`config.mk`:
```
export PLATFORM = sky130hd
export DESIGN_NAME = ff_pipe_flat
export DESIGN_NICKNAME = d
export VERILOG_FILES = /design/src/rtl/ff_pipe_pkg.sv /design/src/rtl/ff_pipe_if.sv /design/src/rtl/ff_pipe_stage.sv /design/src/rtl/ff_pipe.sv /design/src/flat_wrapper.sv
export SDC_FILE = /design/constraint.sdc
export NUM_CORES = 1
export LEC_CHECK = 0
export BUFFER_PORTS_ARGS = -buffer_cell sky130_fd_sc_hd__buf_2
export CORE_ASPECT_RATIO = 0.5
export CORE_MARGIN = 1
export CORE_UTILIZATION = 50
export CTS_CLUSTER_DIAMETER = 150
export DETAILED_ROUTE_END_ITERATION = 10
export PLACE_DENSITY = 0.77
export SYNTH_ARGS = -nofsm -noshare
export SYNTH_HDL_FRONTEND = slang
export SYNTH_HIERARCHICAL = 1
export SYNTH_SLANG_ARGS = --single-unit
```
`constraint.sdc`:
```
create_clock -name clk -period 1.7 [get_ports clk]
set_input_delay 0.34 -clock clk [delete_from_list [all_inputs] [get_ports clk]]
set_output_delay 0.34 -clock clk [all_outputs]
set_load 0.02 [all_outputs]
```
`src/rtl/ff_pipe_pkg.sv`:
```
// Shared helpers for the elastic register pipeline.
// Only the occupancy-width function lives here.
package ff_pipe_pkg;

    function automatic int cnt_w(input int depth);
        return $clog2(depth + 1);
    endfunction

endpackage

```
`src/rtl/ff_pipe_if.sv`:
```
// Producer/consumer handshake bundle for ff_pipe.
// master drives stimulus and consumes; slave is the pipeline.
interface ff_pipe_if
    import ff_pipe_pkg::*;
#(
    parameter int WIDTH = 8,
    parameter int DEPTH = 4
);
    localparam int CW = cnt_w(DEPTH);

    logic             flush;
    logic             in_vld;
    logic             in_rdy;
    logic [WIDTH-1:0] in_d;
    logic             out_vld;
    logic             out_rdy;
    logic [WIDTH-1:0] out_q;
    logic [CW-1:0]    occupancy;

    modport master (
        output flush, in_vld, in_d, out_rdy,
        input  in_rdy, out_vld, out_q, occupancy
    );

    modport slave (
        input  flush, in_vld, in_d, out_rdy,
        output in_rdy, out_vld, out_q, occupancy
    );

endinterface

```
`src/rtl/ff_pipe_stage.sv`:
```
// One elastic stage: valid bit plus data register.
// Accepts when empty or when downstream drains this cycle.
module ff_pipe_stage
    import ff_pipe_pkg::*;
#(
    parameter int               WIDTH   = 8,
    parameter logic [WIDTH-1:0] RST_VAL = '0
) (
    input  logic             clk,
    input  logic             rst_h,
    input  logic             flush,
    input  logic             up_vld,
    input  logic [WIDTH-1:0] up_d,
    input  logic             dn_rdy,
    output logic             vld,
    output logic [WIDTH-1:0] d,
    output logic             rdy
);
    logic             vld_q;
    logic             vld_d;
    logic [WIDTH-1:0] d_q;
    logic [WIDTH-1:0] d_d;

    assign rdy = !vld_q || dn_rdy;
    assign vld = vld_q;
    assign d   = d_q;

    // Next state: flush beats load, load beats drain; data moves only on load.
    always_comb begin
        vld_d = vld_q;
        d_d   = d_q;
        if (flush) begin
            vld_d = 1'b0;
        end else if (up_vld && rdy) begin
            vld_d = 1'b1;
            d_d   = up_d;
        end else if (dn_rdy) begin
            vld_d = 1'b0;
        end
    end

    // Stage registers with synchronous reset.
    always_ff @(posedge clk) begin
        if (rst_h) begin
            vld_q <= 1'b0;
            d_q   <= RST_VAL;
        end else begin
            vld_q <= vld_d;
            d_q   <= d_d;
        end
    end

endmodule

```
`src/rtl/ff_pipe.sv`:
```
// Elastic DEPTH-stage register pipeline with valid/ready ends.
// Chains stages, counts valid stages, drives the bus outputs.
module ff_pipe
    import ff_pipe_pkg::*;
#(
    parameter int               WIDTH   = 8,
    parameter int               DEPTH   = 4,
    parameter logic [WIDTH-1:0] RST_VAL = '0
) (
    input  logic     clk,
    input  logic     rst_h,
    ff_pipe_if.slave bus
);
    localparam int CW = cnt_w(DEPTH);

    logic [DEPTH-1:0] vld;
    logic [WIDTH-1:0] dat [DEPTH];
    logic [CW-1:0]    occ;

    for (genvar i = 0; i < DEPTH; i++) begin : g_stage
        logic             up_vld;
        logic [WIDTH-1:0] up_d;
        logic             dn_rdy;
        logic             rdy_o;

        if (i == 0) begin : g_head
            assign up_vld = bus.in_vld;
            assign up_d   = bus.in_d;
        end else begin : g_body
            assign up_vld = vld[i-1];
            assign up_d   = dat[i-1];
        end

        if (i == DEPTH - 1) begin : g_tail
            assign dn_rdy = bus.out_rdy;
        end else begin : g_mid
            assign dn_rdy = g_stage[i+1].rdy_o;
        end

        ff_pipe_stage #(
            .WIDTH   (WIDTH),
            .RST_VAL (RST_VAL)
        ) u_stage (
            .clk    (clk),
            .rst_h  (rst_h),
            .flush  (bus.flush),
            .up_vld (up_vld),
            .up_d   (up_d),
            .dn_rdy (dn_rdy),
            .vld    (vld[i]),
            .d      (dat[i]),
            .rdy    (rdy_o)
        );
    end

    // Popcount of stage valid bits; bounded by DEPTH so never wraps.
    always_comb begin
        occ = '0;
        for (int k = 0; k < DEPTH; k++) begin
            occ = occ + CW'(vld[k]);
        end
    end

    assign bus.in_rdy    = g_stage[0].rdy_o && !bus.flush;
    assign bus.out_vld   = vld[DEPTH-1];
    assign bus.out_q     = dat[DEPTH-1];
    assign bus.occupancy = occ;

endmodule

```
`src/flat_wrapper.sv`:
```
// flat-port wrapper written by rule: the top's interface ports become plain ports
module ff_pipe_flat import ff_pipe_pkg::*;
#(
    parameter int               WIDTH   = 8,
    parameter int               DEPTH   = 4,
    parameter logic [WIDTH-1:0] RST_VAL = '0
)
  (clk, rst_h, bus_flush, bus_in_vld, bus_in_d, bus_out_rdy, bus_in_rdy, bus_out_vld, bus_out_q, bus_occupancy);
  ff_pipe_if #(.WIDTH(WIDTH), .DEPTH(DEPTH)) bus_i ();
  input  logic clk;
  input  logic rst_h;
  input wire logic [$bits(bus_i.flush)-1:0] bus_flush;
  input wire logic [$bits(bus_i.in_vld)-1:0] bus_in_vld;
  input wire logic [$bits(bus_i.in_d)-1:0] bus_in_d;
  input wire logic [$bits(bus_i.out_rdy)-1:0] bus_out_rdy;
  output wire logic [$bits(bus_i.in_rdy)-1:0] bus_in_rdy;
  output wire logic [$bits(bus_i.out_vld)-1:0] bus_out_vld;
  output wire logic [$bits(bus_i.out_q)-1:0] bus_out_q;
  output wire logic [$bits(bus_i.occupancy)-1:0] bus_occupancy;
  assign bus_i.flush = bus_flush;
  assign bus_i.in_vld = bus_in_vld;
  assign bus_i.in_d = bus_in_d;
  assign bus_i.out_rdy = bus_out_rdy;
  assign bus_in_rdy = bus_i.in_rdy;
  assign bus_out_vld = bus_i.out_vld;
  assign bus_out_q = bus_i.out_q;
  assign bus_occupancy = bus_i.occupancy;
  ff_pipe #(.WIDTH(WIDTH), .DEPTH(DEPTH), .RST_VAL(RST_VAL)) u_core (.clk(clk), .rst_h(rst_h), .bus(bus_i));
endmodule
```
==> impl_metrics.py <==
metrics = {
    "global_route": {
        "grt_pass1_wl_um": 4830,
        "grt_max_degree": 69,
        "antenna_found_initial": 0,
        "grt_usage_pct": 17.4,
        "grt_overflow": 0,
        "first_global_vias": 1079,
    },
    "floorplan": {
        "ios": 26,
        "core_area_um2": 3150,
        "dieWidth_um": 85.3,
        "die_h_um": 43.6,
        "initial_core_util_pct": 55.0,
        "rows": 14,
        "dieArea_um2": 3720,
    },
    "timing": {
        "slew_viol_final": 0,
        "finalSetupViolCount": 4,
        "fin_crit_sh_pct": 125,
        "fin_ws_ps": -423,
        "grt_setup_unrepaired": "true",
        "max_freq_mhz": 471,
        "fin_crit_ps": 2120,
        "clock_skew_ps": 3.73,
        "tightest_slew_ps": 272,
        "hold_viol": 0,
        "slew_headroom_pct": 81.9,
    },
    "layout": {
        "nFillCells": 241,
        "area_growth_pct": 25.2,
        "finalInstanceArea_um2": 2170,
        "final_common_cell": "nand2b_1",
        "drive_gt1_share_pct": 31.7,
        "antenna_cells": 0,
        "final_cell_mix": "64 x nand2b_1, 34 x dfxtp_1, 32 x mux2i_1, 21 x buf_2, 10 x buf_4",
        "fin_nets": 224,
    },
    "synth": {
        "ys_seq_elements": 36,
        "yosys_warnings": 6,
        "ys_seq_area_share_pct": 41.6,
        "syn_inst": 169,
        "avgSynthCellArea_um2": 10.3,
        "syn_area_um2": 1730,
        "synth_fp_nets": 185,
        "post_synth_num_cell_types": 12,
    },
    "min_path": {
        "hp-class": "input port to register",
    },
    "placement": {
        "place_congestion": 0.719,
        "post_dp_cell_area_um2": 1940,
        "io_buffers": 25,
        "place_hpwl_um": 1860,
    },
    "routing": {
        "met2_length_um": 1170,
        "top_layer": "met4",
        "wl_met1_um": 1530,
        "first_pass_iters": 4,
        "vias": 1147,
        "drc_errors": 0,
        "viasPerCell": 4.63,
        "wl_met3_um": 135,
        "avgRoutedWirePerCell_um": 11.6,
        "drt_iter0_drc": 45,
        "wirelength_um": 2890,
        "ant_nets": 0,
    },
    "power_and_ir_drop": {
        "ir_worst_vdd_uv": 439,
        "p_sw_share_pct": 21.3,
        "p_seq_share_pct": 52.7,
        "power.total_mw": 1.64,
        "internal_power_mw": 1.29,
        "switchingPower_uw": 348,
        "powerDensity_nw_per_um2": 753,
        "p_leak_nw": 0.803,
        "share_comb_of_total_power_pct": 7.7,
        "clockPowerShare_pct": 39.6,
    },
    "clocking": {
        "cts_buffer_depth": 2,
        "clk_transition_reported_paths_ps": 70,
        "htree_levels": 2,
        "cts.sinks": 36,
        "cts_root_buffer": "clkbuf_8",
        "cts-buffers-inserted": 5,
        "cts_tree": "done",
        "insertion_delay_ps": 290,
    },
    "status": {
        "status": "complete, but fails checks",
        "violations": "negative setup slack",
    },
    "setup_path": {
        "endpoint_kind": "output port",
        "criticalPathCategory": "register to output port",
        "arrival_ps": 1780,
        "start_kind": "register",
        "cp_max_fo": 2,
        "required_ps": 1360,
    },
    "flow_run": {
        "maxCapViolations": 0,
    },
}
layer usage:
| layer | global-route usage [%] | vias to the layer above |
|---|---|---|
| li1 | - | 615 |
| met1 | 22.0 | 501 |
| met2 | 27.3 | 24 |
| met3 | 7.05 | 7 |
| met4 | 6.33 | 0 |
| met5 | 0 | - |
through the flow:
step,hold slack (ps),setup slack [ps],utilization [%],instances,TNS [ps]
floorplan,409,-17.7,-,169,-17.7
global placement,456,-151,61.6,234,-2410
detailed placement,459,-179,61.6,234,-2860
CTS,307,-433,67.0,243,-1260
global route,316,-482,68.8,248,-1710
finish,306,-423,68.8,248,-1270
cells in the mapped netlist:
master,instances,area share (%)
nor2_1,4,0.87
clkbuf_1,4,0.87
nor3_1,4,1.2
inv_1,9,1.9
mux2i_1,32,18
dfxtp_1,36,42
nor2b_4,5,4.0
nor3b_2,4,2.9
ha_1,2,1.4
buf_6,4,2.6
fa_1,1,1.2
nand2b_1,64,23
cell type report:
| type | count | area (um^2) | area share [%] |
|---|---|---|---|
| sequential | 36 | 726 | 33.4 |
| timing repair buffer | 40 | 308 | 14.2 |
| tap | 40 | 50.0 | 2.31 |
| clock buffer | 7 | 96.3 | 4.44 |
| multi-input combinational | 116 | 957 | 44.1 |
| inverter | 9 | 33.8 | 1.56 |
what timing repair did:
action,in CTS,in global routing
hold buffers,0,0
endpoints found under the hold margin,0,0
setup endpoints to repair,20,12
pin swaps,1,2
buffers inserted,2,5
gates resized for setup,15,2
registers in the layout (all words and copies together), names as in the netlist:
signal	cells
u_core/g_stage.u_stage/vld	4
u_core/g_stage.u_stage/d	32
cells by family after synthesis:
| family | count (synthesis) | share of synthesized area (%) |
|---|---|---|
| and+or+nand+nor | 81 | 32.0 |
| adders and majority gates | 3 | 2.60 |
| muxes | 32 | 18.5 |
| DFF | 36 | 41.6 |
| buffers and inverters | 17 | 5.41 |
final timing paths:
check	from	endpoint	slack, ps	cells after the start
min	bus_in_d[7]	u_core/g_stage[0].u_stage/d[7]$_SDFFE_PP0P_	310	3
max reg2reg	u_core/g_stage[3].u_stage/vld$_SDFFE_PP0P_	u_core/g_stage[0].u_stage/d[3]$_SDFFE_PP0P_	80	12
min reg2reg	u_core/g_stage[3].u_stage/d[5]$_SDFFE_PP0P_	u_core/g_stage[3].u_stage/d[5]$_SDFFE_PP0P_	470	2
max	u_core/g_stage[1].u_stage/vld$_SDFFE_PP0P_	bus_occupancy[1]	-420	6
power by group through the flow:
stage	clock network (mW)	logic, mW	registers, mW
2_1_floorplan	0	0.0743	0.879
3_3_place_gp	0	0.107	0.880
5_1_grt	0.699	0.137	0.862
6_report	0.647	0.126	0.862
3_5_place_dp	0	0.109	0.881
4_1_cts	0.660	0.122	0.862
worst max-delay path, stage by stage (launching register included):
cell and delay (ps):
dfxtp_2 340, inv_2 40, fa_1 550, inv_2 50
ha_4 160, ha_4 260, buf_6 110
Power figures use the tool's default switching activity.
